$ cat src/rtl/score_display.sv
// Score to saturated 4-digit BCD (double-dabble) with a multiplexed active-low 7-segment scan.
// Define LEADING_ZERO_BLANK_EN to blank digits above the most significant nonzero one.
module score_display #(
    parameter int SCAN_DIV = 50000
) (
    input  logic        clock,
    input  logic        ctrl_reset,
    input  logic [31:0] score_in,
    output logic [15:0] bcd_out,
    output logic        overflow,
    output logic        busy,
    output logic [6:0]  seg_n,
    output logic [3:0]  an_n
);

    localparam int PW = (SCAN_DIV > 1) ? $clog2(SCAN_DIV) : 1;

    typedef enum logic [1:0] {IDLE, CONV, LOAD} state_t;

    state_t        state, state_nxt;
    logic [31:0]   shadow;
    logic [31:0]   bin;
    logic [39:0]   bcd;
    logic [4:0]    cnt;
    logic [PW-1:0] presc;
    logic [1:0]    idx;
    logic [3:0]    nibble;
    logic          score_changed;

    function automatic logic [39:0] add3_all(input logic [39:0] v);
        logic [39:0] r;
        r = v;
        for (int i = 0; i < 10; i++) begin
            if (v[4*i +: 4] >= 4'd5) r[4*i +: 4] = v[4*i +: 4] + 4'd3;
        end
        return r;
    endfunction

    // Clamp the 10-digit accumulator to four displayable digits; MSB is the overflow flag.
    function automatic logic [16:0] saturate(input logic [39:0] v);
        if (v[39:16] != 24'd0) return {1'b1, 16'h9999};
        return {1'b0, v[15:0]};
    endfunction

    function automatic logic [6:0] seg_decode(input logic [3:0] d);
        case (d)
            4'd0:    return 7'h40;
            4'd1:    return 7'h79;
            4'd2:    return 7'h24;
            4'd3:    return 7'h30;
            4'd4:    return 7'h19;
            4'd5:    return 7'h12;
            4'd6:    return 7'h02;
            4'd7:    return 7'h78;
            4'd8:    return 7'h00;
            4'd9:    return 7'h10;
            default: return 7'h7F;
        endcase
    endfunction

    assign score_changed = (score_in != shadow);
    assign busy          = (state != IDLE);

    always_comb begin
        state_nxt = state;
        case (state)
            IDLE:    if (score_changed) state_nxt = CONV;
            CONV:    if (cnt == 5'd31) state_nxt = LOAD;
            LOAD:    state_nxt = IDLE;
            default: state_nxt = IDLE;
        endcase
    end

    always_ff @(posedge clock or posedge ctrl_reset) begin
        if (ctrl_reset) begin
            state    <= IDLE;
            shadow   <= 32'd0;
            bcd_out  <= 16'd0;
            overflow <= 1'b0;
        end else begin
            state <= state_nxt;
            if (state == IDLE && score_changed) shadow <= score_in;
            if (state == LOAD) {overflow, bcd_out} <= saturate(bcd);
        end
    end

    // Conversion datapath: only meaningful while CONV, so it carries no reset.
    always_ff @(posedge clock) begin
        case (state)
            IDLE: begin
                if (score_changed) begin
                    bin <= score_in;
                    bcd <= 40'd0;
                    cnt <= 5'd0;
                end
            end
            CONV: begin
                {bcd, bin} <= {add3_all(bcd), bin} << 1;
                cnt        <= cnt + 5'd1;
            end
            default: ;
        endcase
    end

    always_ff @(posedge clock or posedge ctrl_reset) begin
        if (ctrl_reset) begin
            presc <= '0;
            idx   <= 2'd0;
        end else if (presc == PW'(SCAN_DIV - 1)) begin
            presc <= '0;
            idx   <= idx + 2'd1;
        end else begin
            presc <= presc + PW'(1);
        end
    end

    assign an_n   = ~(4'b0001 << idx);
    assign nibble = bcd_out[4*idx +: 4];

`ifdef LEADING_ZERO_BLANK_EN
    logic blank_lead;

    // A 9999 overflow pattern is never zero above, so it is never blanked.
    always_comb begin
        blank_lead = 1'b0;
        case (idx)
            2'd1:    blank_lead = (bcd_out[15:4] == 12'd0);
            2'd2:    blank_lead = (bcd_out[15:8] == 8'd0);
            2'd3:    blank_lead = (bcd_out[15:12] == 4'd0);
            default: blank_lead = 1'b0;
        endcase
    end

    assign seg_n = blank_lead ? 7'h7F : seg_decode(nibble);
`else
    assign seg_n = seg_decode(nibble);
`endif

endmodule

$ cat config.mk
export PLATFORM = sky130hd
export DESIGN_NAME = score_display
export DESIGN_NICKNAME = d
export VERILOG_FILES = /design/src/rtl/score_display.sv
export SDC_FILE = /design/constraint.sdc
export NUM_CORES = 1
export LEC_CHECK = 0
export ABC_AREA = 1
export CAP_MARGIN = 10
export CORE_MARGIN = 10
export CORE_UTILIZATION = 50
export DETAILED_ROUTE_END_ITERATION = 6
export DONT_BUFFER_PORTS = 1
export PLACE_DENSITY = 0.68
export SLEW_MARGIN = 10
export SYNTH_ARGS = -nofsm -noshare
export SYNTH_HDL_FRONTEND = slang
export SYNTH_SLANG_ARGS = --single-unit
$ cat constraint.sdc
create_clock -name clock -period 2.9 [get_ports clock]
set_input_delay 0.725 -clock clock [delete_from_list [all_inputs] [get_ports clock]]
set_output_delay 0.725 -clock clock [all_outputs]
set_load 0.005 [all_outputs]
# Yosys cells after proc, flatten, opt, wreduce, memory -nomap -nowiden
# Memory sizes are Yosys's and may differ from the RTL's.
# Index checks and enable logic that the tools add are counted.
# word_totals
register_bits	146
mem_bits_ro	112
in_bits	34
wordCells	74
mem_count	1
# op_classes
add_sub_neg	13
n_lt_le_gt_ge	10
n_eq_ne	7
n_shift	2
muxes	24
bitwise	1
reduce_logical	7
# memory_table
name	words	width	rd	rd_ports_with_merged_regs	write_ports	line	rtl
(name not given)	16	7	1	0	0	46	case (d)
# ops
operator	count
one-hot mux 40 bit (2 select lines)	1
one-hot mux 32 bit (2 select lines)	1
greater-or-equal comparator 4 x 3 -> 1 bit, second input constant	10
2-to-1 mux 40 bit	1
adder 4 x 2 -> 4 bit, second input constant	9
2-to-1 mux 4 bit	9
2-to-1 mux 17 bit	2
2-to-1 mux 32 bit	1
inequality test 32 bit	1
nonzero test 24 bit	1
adder 16 x 1 -> 16 bit, second input constant	1
equality test 16 bit, second input constant	1
2-to-1 mux 16 bit	1
indexed part select 16 x 5 -> 4 bit	1
one-hot mux 5 bit (2 select lines)	1
adder 5 x 1 -> 5 bit, second input constant	1
equality test 5 bit, second input constant	1
2-to-1 mux 5 bit	1
2-to-1 mux 2 bit	2
inequality test 2 bit, second input constant	2
inverter 4 bit	1
one-hot mux 2 bit (2 select lines)	1
AND reduction 2 bit	2
nonzero test 2 bit	2
other kinds (9)	10

# Depth between registers and ports, before layout
# Gate-level depths: netlist of run 1.
# logic_depth
depth_word	4
mapped_depth	12
mapped_depth_nobuf	11

# Worst setup path before layout of run 1
# No wires, ideal clock.
# synth_timing
path_type	input-to-reg
start	input port score_in[30]
end	register bcd[0], enable pin
setup_time_ns	0.775
arrival_ns	2.751
required_ns	2.125
setup_slack_ns	-0.626
stages	9
cell_sequence	xnor2_1 nand2_1 nor2_1 nand2_1 nor2_1 nand2_2 nand2_4 buf_6 nand2_1
# synth_between
elab_chain_cells	3
# synth_lines
item	line	rtl
from (decl)	8	input logic [31:0] score_in,
inequality test 32 bit	61	assign score_changed = (score_in != shadow);
inequality test 2 bit (no source line)	n/a	
AND reduction 2 bit (no source line)	n/a	
to (signal assigned)	98	{bcd, bin} <= {add3_all(bcd), bin} << 1;
to (decl)	23	logic [39:0] bcd;
# Every way passes these cells.
# A chain may end at the register's enable or synchronous reset.

# Worst setup path after layout of run 1
# layout_timing
start	register idx[0]
end	output port seg_n[2]
# layout_between
elab_chain_cells	2
# layout_lines
item	line	rtl
from (decl)	26	logic [1:0] idx;
from (signal assigned)	111	idx <= idx + 2'd1;
indexed part select 16 x 5 -> 4 bit	118	assign nibble = bcd_out[4*idx +: 4];
memory (16 x 7 bit)	n/a	
to (decl)	12	output logic [6:0] seg_n,
# Every way passes these cells.

==> results of run 1 <==
placed cells by master, fill, tap and decap left out, drive strengths merged:
cell,instances
nand2,294
o211ai,3
xor2,9
edfxtp,77
inv,108
dfrtp,69
buf,12
bufinv,5
o21ai,72
a211oi,5
a21oi,35
nor3,17
nand3,42
clkinvlp,1
and2,1
o31ai,1
clkbuf,18
nor2,68
nand3b,1
a31oi,1
ha,38
nand4,6
clkinv,5
xnor2,26
nor4,1
per-layer routing:
metal / up-vias / wire, um / GRT usage / part of all wire
met5: - / 0 / 0 / 0
met4: 0 / 108 / 0.04782 / 0.0069
met3: 9 / 1084 / 0.05444 / 0.069
met2: 113 / 7329 / 0.2558 / 0.47
met1: 2612 / 7160 / 0.1978 / 0.46
li1: 2898 / - / - / -
synthesized netlist by cell type:
library cell,number,share of area
nor4_2,1,0.0016
clkbuf_1,12,0.0059
nand3b_4,1,0.0026
o21ai_0,66,0.043
buf_1,3,0.0015
inv_2,8,0.0039
nand3_1,42,0.027
buf_2,5,0.0032
inv_1,96,0.047
a211oi_1,5,0.0049
o31ai_1,1,0.00098
o21ai_2,1,0.0011
edfxtp_1,77,0.30
and2_1,1,0.00081
xor2_1,9,0.010
a31oi_1,1,0.00081
o211ai_1,3,0.0029
nor2_1,65,0.032
nand2_1,291,0.14
nand2_2,2,0.0016
xnor2_1,26,0.030
nand2_4,1,0.0015
nor3_1,16,0.010
nor3_2,1,0.0013
o21ai_1,5,0.0032
ha_1,38,0.062
buf_6,3,0.0044
nand4_1,6,0.0049
dfrtp_1,69,0.22
nor2_2,3,0.0024
clkinv_1,1,0.00049
a21oi_1,35,0.023
report_power, final:
group / total (mW) / internal, mW / switching, mW
logic: 0.594 / 0.229 / 0.365
clock network: 2.50 / 1.59 / 0.915
registers: 2.50 / 2.39 / 0.112
state kept, by name, indices dropped and copies added (netlist names):
name / flops
bcd: 40
bin: 32
shadow: 32
bcd_out: 16
presc: 16
cnt: 5
idx: 2
state: 2
overflow: 1
worst paths after layout:
check	endpoint	slack, ns	from	cells past startpoint
max in group asynchronous	idx[0]	1.93	ctrl_reset	2
min	shadow[3]	0.29	ctrl_reset	1
min reg2reg	presc[0]	0.47	presc[0]	1
max	seg_n[2]	0.19	idx[0]	8
max reg2reg	bcd[24]	0.82	state[1]	6
min in group clock	shadow[30]	0.44	score_in[30]	2
worst register-to-register path, delay by kind of cell, from the launching register on:
kind	cells	cell delay (ns)
AOI/OAI and AO/OA	2	0.32
buffers and inverters	3	0.80
DFF	1	0.38
and+or+nand+nor	1	0.41
area by class of cell:
| type | instances | share of cell area |
|---|---|---|
| tap | 188 | 0.02729 |
| sequential | 146 | 0.4687 |
| multi-input combinational | 620 | 0.3667 |
| timing repair buffer | 12 | 0.01335 |
| inverter | 105 | 0.04602 |
| clock buffer | 18 | 0.05226 |
| clock inverter | 14 | 0.02569 |
stage by stage:
stage                       util  area, um^2
after floorplan                -        7701
after global placement    0.5245        7944
after detailed placement  0.5245        7944
after CTS                 0.5689        8616
after global routing      0.5691        8620
final                     0.5691        8620
kinds of logic (layout without fill, tap and decap cells):
| group | after synthesis | count (layout) | share of synthesized area |
|---|---|---|---|
| simple gates | 430 | 430 | 0.2280 |
| flops | 146 | 146 | 0.5246 |
| buf+inv | 128 | 149 | 0.06615 |
| compound gates | 117 | 117 | 0.07964 |
| fa+ha+maj | 38 | 38 | 0.06176 |
| xor+xnor | 35 | 35 | 0.03982 |
what timing repair did:
| action | 4_1_cts | 5_1_grt |
|---|---|---|
| setup endpoints to repair | 0 | 6 |
| buffers inserted | 0 | 0 |
| hold buffers | 0 | 0 |
| resized for setup | 0 | 4 |
==> impl_results.md, run 1 <==
- Status: complete, no violations
- Cell family contributing the most delay on the critical path: flip-flops
- Chip height: ~140 um
- Port-buffer cells: 0
- Crit-path slowest cell: dfrtp_2
- PwrDens: 649.6 nW/um^2
- Worst-path maximum fanout: 13
- Power Total: roughly 5.6 mW
- Vias per std cell: approximately 5.1
- CTS buffer count: 17
- Startpoint types: flop
- Die area: slightly above 20000 um^2
- Multi-input gate area: 3161 um^2
- FF+latch count, synth: 146
- CP arrival: 1.99 ns
- CTS H-Tree Depth: 4
- Hold WS: 0.2926 ns
- Crit share post-route: 0.9358
- Post-placement cell count: 1071
- Worst min path class: input pin to async pin
- Post-Syn Nets: 966
- Setup ws final: around 0.19 ns
- Buf/Inv on CP: 3
- Final Max Tran Viols: 0
- DP HPWL: ~11000 um
- Max_cap viols: 0
- Ant. Diodes: 0
- # clock sinks: around 150
- Die Wd: approximately 140 um
- Syn Area/Cell: 8.611 um^2
- Final Instance Count excl. Fillers: between 1000 and 1500
- Synth warnings: 0
- Clock-pin slew on the worst setup and hold paths: ~0.060 ns
- Post-layout min period: 2.714 ns
- Seq. cell area: just over 4000 um^2
- Share of post-route cells with drive strength above 1: 0.07213
- Post-Route Skew: between 0.01 and 0.015 ns
- Global route total overflow: 0
- Critical-path cell list: inv_4 > nand2_1 > nand3_1 > nand2_1 > inv_1 > ha_1 > inv_1 > o31ai_1
- Final hold vios: 0
- DRT antenna net count: 0
- Cells after Synth: about 890
- Clock Latency Late Sink: approximately 0.42 ns
- I/O pins: 63
- Req. time, crit path: approximately 2.2 ns
- Max incr delay on CP: approximately 0.49 ns
- Leakage: between 4 and 5 nW
- Largest net degree at the start of global routing: 57
- Initial Util: 0.5083
- Place WS: between 0.4 and 0.5 ns
- CP Capture Type: output port
- Initial antenna violation count: 0
- Total negative slack: 0 ns
- Total global routing track utilization: 0.1591
- Nets@finish: 974
- Num rows: 45
- Placeable Area: 15150 um^2
- Via count: 5632
- CTS tree: yes
- Max clock buf depth: 2
- Post-Syn Area: roughly 7700 um^2
- Filler cells: 1340
- Peak Freq: approximately 0.37 GHz
- DR pass1 iterations: 5
- GP Congestion: 0.8167
- Worst-margin pin slew: about 0.7 ns
- Netlist cell types: 32
- Routed WL: approximately 16000 um
- Final setup viols: 0
- Worst slew margin: 0.5307
- First-pass GRT wire length: about 26000 um
- Area Growth Syn to Fin: 11.96%
- Peak supply drop: between 0.0004 and 0.0005 V
- DRC: 0
- Wirelength per Cell: 14.22 um
- RSZ-0062 raised after global routing: no
- Critical Setup Path Class: flop to output port
- CTS root buf: clkbuf_16
- Vias in the first global route: 5489
- DR iter-0 viols: slightly above 300
- Seq/Total Area, Yosys: 0.5246
No activity file was read; power rests on OpenSTA's default activity.
==> run 2: changes to the inputs <==
Settings changed: CORE_MARGIN 10 to 5.
==> run 2 against run 1 <==
Effect of this change: clock power shrank 18%; first-iteration DRC count rose by 28%; cell count shrank 0.27%; total power shrank 8.1%; design area is 1.5% lower; global-route usage up 1.6 points; combinational power barely moved; setup slack improved by 0.021 ns; critical path type unchanged; largest cell class unchanged; largest power group unchanged; highest routed layer unchanged.
==> impl_results.md, run 2 (synthesis results as in run 1) <==
- Placeable Area: between 15000 and 20000 um^2
- Max incr delay on CP: ~0.50 ns
- Power Total: between 5 and 6 mW
- Post-layout min period: between 2 and 3 ns
- Hold WS: ~0.27 ns
- Setup bufs post-CTS: 0
- Cts hold-fix bufs: 0
- Design area: 8487 um^2
- Post-Route Skew: approximately 0.011 ns
- Placed Area: between 7000 and 8000 um^2
- Crit-path slowest cell: dfrtp_2
- Die Wd: 134.1 um
- Total negative slack: 0 ns
- Post-placement cell count: roughly 1100
- Final Util: 0.5603
- Final Instance Count excl. Fillers: 1100
- CTS tree: yes
- Vias per std cell: between 5 and 6
- Final Max Tran Viols: 0
- Num rows: between 40 and 50
- RSZ-0062 raised after global routing: no
- Worst-margin pin slew: between 0.6 and 0.7 ns
- Clk pwr share: 0.398
- Largest net degree at the start of global routing: 41
- Routed WL: 14770 um
- Share of post-route cells with drive strength above 1: 0.06908
- I/O pins: 63
- Global route total overflow: 0
- Number of flip-flops in the largest register: 40
- Critical-path cell list: inv_4 > nand2_1 > nand3_1 > nand2_1 > inv_1 > ha_1 > inv_1 > o211ai_1 > o21ai_0
- Leakage: around 4 nW
- Startpoint types: flop
- Peak supply drop: 0.0004503 V
- Worst min path class: input pin to async pin
- Combinational group share of total power: 0.115
- Initial antenna violation count: 0
- Place WS: ~0.45 ns
- # clock sinks: roughly 150
- DR pass1 iterations: 5
- Switching Share: 0.2603
- Nets@finish: a little under 1000
- GP Congestion: 0.7958
- Crit share post-route: 0.9287
- CP arrival: just under 2 ns
- Port-buffer cells: 0
- Clock Latency Late Sink: around 0.42 ns
- Psw: between 1 and 1.5 mW
- Ant. Diodes: 0
- Area Growth Syn to Fin: 10.24%
- Die area: roughly 18000 um^2
- Status: complete, no violations
- Req. time, crit path: around 2.2 ns
- Max_cap viols: 0
- Largest regs: bcd: 40 flops, bin: 32 flops, shadow: 32 flops
- DP HPWL: between 10000 and 15000 um
- Max clock buf depth: 2
- DRC: 0
- Setup ws final: between 0.2 and 0.25 ns
- Cell internal pwr: roughly 3.8 mW
- PwrDens: around 600 nW/um^2
- DR iter-0 viols: about 400
- Vias in the first global route: approximately 5300
- Worst-path maximum fanout: 13
- CTS buffer count: 17
- CTS root buf: clkbuf_16
- First-pass GRT wire length: 25530 um
- Reg with most FFs: bcd
- Worst slew margin: 0.5793
- Wirelength per Cell: 13.42 um
- Peak Freq: 0.3713 GHz
- Clock-pin slew on the worst setup and hold paths: 0.06 ns
- Seq pwr share: 0.487
- CP Capture Type: output port
- Critical Setup Path Class: flop to output port
- Commonest non-fill, non-tap cell in the layout: nand2_1
- CTS H-Tree Depth: 4
- Most frequent cells in the layout: 290 x nand2_1, 95 x inv_1, 77 x edfxtp_1
- Chip height: between 100 and 150 um
- DRT antenna net count: 0
- Via count: 5564
- Final hold vios: 0
- Initial Util: 0.5083
- Total global routing track utilization: 0.1746
- Final setup viols: 0
==> run 2: cell types whose count changed in the layout (fill, tap and decap cells not counted) <==
cell / delta
clkinvlp_4: +1
clkinv_4: -1
clkinv_2: +4
clkbuf_16: +1
o21ai_1: -1
buf_4: -2
inv_6: -2
inv_4: +1
bufinv_16: -5
o21ai_0: +1
==> run 2: timing repair <==
item,CTS,global route
cloned,0,0
gates resized for setup,1,2
setup endpoints to repair,2,4
==> run 2: per-layer routing <==
metal  global-route usage  up-vias  share of wire
li1                     -     2895              -
met5                    0        -              0
met1               0.2344     2561           0.47
met2               0.2706       98           0.46
met3              0.05551       10          0.061
met4              0.05769        0          0.010
==> run 2: final cells by class <==
type	instances	area (um^2)
clock inverter	12	78.83
fill	1370	6659
clock buffer	19	475.5
tap	188	235.2
inverter	105	396.6
multi-input combinational	620	3161
sequential	146	4040
timing repair buffer	10	100.1
==> run 2: final timing paths <==
kind | to | depth (start not counted) | from | slack, ns
worst max-delay path | seg_n[4] | 9 | idx[0] | 0.21
worst min-delay path | presc[9] | 1 | ctrl_reset | 0.27
worst max register to register | bcd_out[8] | 7 | bcd[24] | 0.90
worst min register to register | presc[0] | 1 | presc[0] | 0.46
max in group asynchronous | shadow[28] | 2 | ctrl_reset | 1.97
min in group clock | shadow[12] | 2 | score_in[12] | 0.44
==> run 2: power by group through the flow <==
stage | clock network, mW | logic, mW | registers (mW)
2_1_floorplan | 0 | 0.482 | 2.51
3_3_place_gp | 0 | 0.583 | 2.54
3_5_place_dp | 0 | 0.590 | 2.54
4_1_cts | 2.09 | 0.599 | 2.50
5_1_grt | 2.20 | 0.726 | 2.53
6_report | 2.05 | 0.593 | 2.50
==> run 2: critical path, delay by kind of cell (launching register included) <==
family | cells | cell delay (ns)
DFF | 1 | 0.50
adders and majority gates | 1 | 0.15
and+or+nand+nor | 3 | 0.26
buffers and inverters | 3 | 0.33
AOI/OAI and AO/OA | 2 | 0.31
==> run 3: changes to the inputs <==
Settings changed: CAP_MARGIN 10 to unset, CORE_MARGIN 5 to 3, SKIP_CTS_REPAIR_TIMING set to 1.
==> run 3 against run 2 <==
Effect of this change: register-to-register slack barely moved; combinational power barely moved; clock skew barely moved; core utilization rose by 1.3 points; cell count fell by 0.27%; critical path depth fell by 2; global-route usage rose by 1.1 points; setup slack got worse by 0.0044 ns; hold slack got worse by 0.16 ns; total power barely moved; flip-flop and latch count did not move; fmax fell by 0.16%; largest cell class unchanged.
==> impl_results.md, run 3 (synthesis results as in run 1) <==
- Largest regs: bcd: 40 flops, bin: 32 flops, shadow: 32 flops
- Status: complete, no violations
- Combinational group share of total power: 0.115
- Initial antenna violation count: 0
- Placeable Area: approximately 15000 um^2
- DRC: 0
- Filler cells: ~1300
- Crit-path slowest cell: dfrtp_2
- Number of flip-flops in the largest register: 40
- Req. time, crit path: approximately 2.2 ns
- PwrDens: 606.3 nW/um^2
- Seq pwr share: 0.487
- Clock-pin slew on the worst setup and hold paths: approximately 0.06 ns
- Nets@finish: around 1000
- Psw: around 1.3 mW
- Die Wd: approximately 130 um
- CTS tree: yes
- Leakage: between 3 and 4 nW
- First-pass GRT wire length: 24820 um
- Die area: ~17000 um^2
- Final Max Tran Viols: 0
- Largest net degree at the start of global routing: 59
- Max clock buf depth: 2
- Clock Latency Late Sink: ~0.43 ns
- Clk pwr share: 0.398
- Post-layout min period: 2.698 ns
- Peak Freq: approximately 0.37 GHz
- Ant. Diodes: 0
- Vias per std cell: a little over 5
- Share of post-route cells with drive strength above 1: 0.06791
- Reg with most FFs: bcd
- CP dominant cell by count: o21ai_0
- Chip height: roughly 130 um
- DP HPWL: 10000 um
- Port-buffer cells: 0
- RSZ-0062 raised after global routing: no
- Switching Share: 0.2594
- Final setup viols: 0
- DR iter-0 viols: between 300 and 400
- DRT antenna net count: 0
- Total global routing track utilization: 0.1859
- Num rows: between 40 and 50
- I/O pins: 63
- Hold WS: 0.1175 ns
- Via count: 5542
- CP Capture Type: output port
- CTS root buf: clkbuf_16
- Critical Setup Path Class: flop to output port
- Worst min path class: input pin to async pin
- Routed WL: 14610 um
- Wirelength per Cell: roughly 13 um
- Cell internal pwr: ~3.8 mW
- Area Growth Syn to Fin: 10.21%
- CTS H-Tree Depth: 4
- Global route total overflow: 0
- GP Congestion: between 0.8 and 0.9
- # clock sinks: about 150
- Max incr delay on CP: approximately 0.49 ns
- Post-Route Skew: 0.01147 ns
- Critical-path cell list: a21oi_1 > o21ai_0 > nand2_1 > inv_1 > ha_1 > o21ai_0 > o21ai_1
- Vias in the first global route: 5380
- Initial Util: 0.5199
- CP arrival: approximately 2.0 ns
- Crit share post-route: 0.9302
- Total negative slack: 0 ns
- Worst slew margin: 0.5120
- Worst-path maximum fanout: 13
- Commonest non-fill, non-tap cell in the layout: nand2_1
- DR pass1 iterations: 4
- Final hold vios: 0
- Startpoint types: flop
- Most frequent cells in the layout: 290 x nand2_1, 95 x inv_1, 77 x edfxtp_1
- Max_cap viols: 0
- Peak supply drop: between 0.0004 and 0.0005 V
- CTS buffer count: 17
- Worst-margin pin slew: about 0.73 ns
-- run 3: cell types whose count changed in the layout (fill, tap and decap cells not counted), sizes merged --
cell / previous run / this run
clkinvlp: 2 / 4
bufinv: 0 / 1
clkbuf: 19 / 18
buf: 10 / 11
clkinv: 8 / 6
-- run 3: metrics by stage --
step	util	instances	total power, mW	setup slack (ns)	area, um^2
2_1_floorplan	-	894	2.993	0.1607	7701
3_3_place_gp	0.5356	1066	3.119	0.5685	7931
3_5_place_dp	0.5356	1066	3.133	0.5147	7931
4_1_cts	0.5727	1097	5.194	0.05171	8481
5_1_grt	0.5729	1097	5.420	0.003851	8484
6_report	0.5729	1097	5.144	0.2025	8484
-- run 3: worst max-delay path, delay by kind of cell, from the launching register on --
kind / cells / cell delay [ns]
AO/OA/AOI/OAI: 4 / 0.59
flip-flops: 1 / 0.49
adder cells (fa/ha/maj): 1 / 0.20
AND/OR/NAND/NOR: 1 / 0.16
buffers and inverters: 1 / 0.10
-- run 3: layout make-up --
| type | count | area [um^2] | area share |
|---|---|---|---|
| Timing Repair Buffer | 11 | 107.6 | 0.01268 |
| Clock buffer | 18 | 439.2 | 0.05176 |
| Tap cell | 184 | 230.2 | 0.02713 |
| Clock inverter | 13 | 110.1 | 0.01298 |
| Multi-Input combinational cell | 620 | 3161 | 0.3725 |
| Inverter | 105 | 396.6 | 0.04675 |
| Sequential cell | 146 | 4040 | 0.4762 |
-- run 3: final timing paths --
kind                         endpoint  depth (start not counted)          from  slack, ns
max in group asynchronous      idx[0]                          2    ctrl_reset       2.19
setup / recovery             seg_n[6]                          7        idx[0]       0.20
hold reg to reg              presc[0]                          1      presc[0]       0.46
setup reg to reg              bin[12]                          5      state[1]       0.89
hold / removal              shadow[3]                          1    ctrl_reset       0.12
min in group clock         shadow[19]                          2  score_in[19]       0.43
-- run 3: per-layer routing --
metal / vias up / wire (um) / track usage
li1: 2894 / - / -
met1: 2536 / 6909 / 0.2380
met2: 95 / 6544 / 0.2945
met3: 17 / 919 / 0.06222
met4: 0 / 235 / 0.06968
met5: - / 0 / 0
-- run 3: power groups by stage --
stage	clock, mW	combinational (mW)	sequential, mW
2_1_floorplan	0	0.482	2.51
3_3_place_gp	0	0.578	2.54
3_5_place_dp	0	0.589	2.54
4_1_cts	2.09	0.597	2.50
5_1_grt	2.18	0.713	2.53
6_report	2.05	0.591	2.50
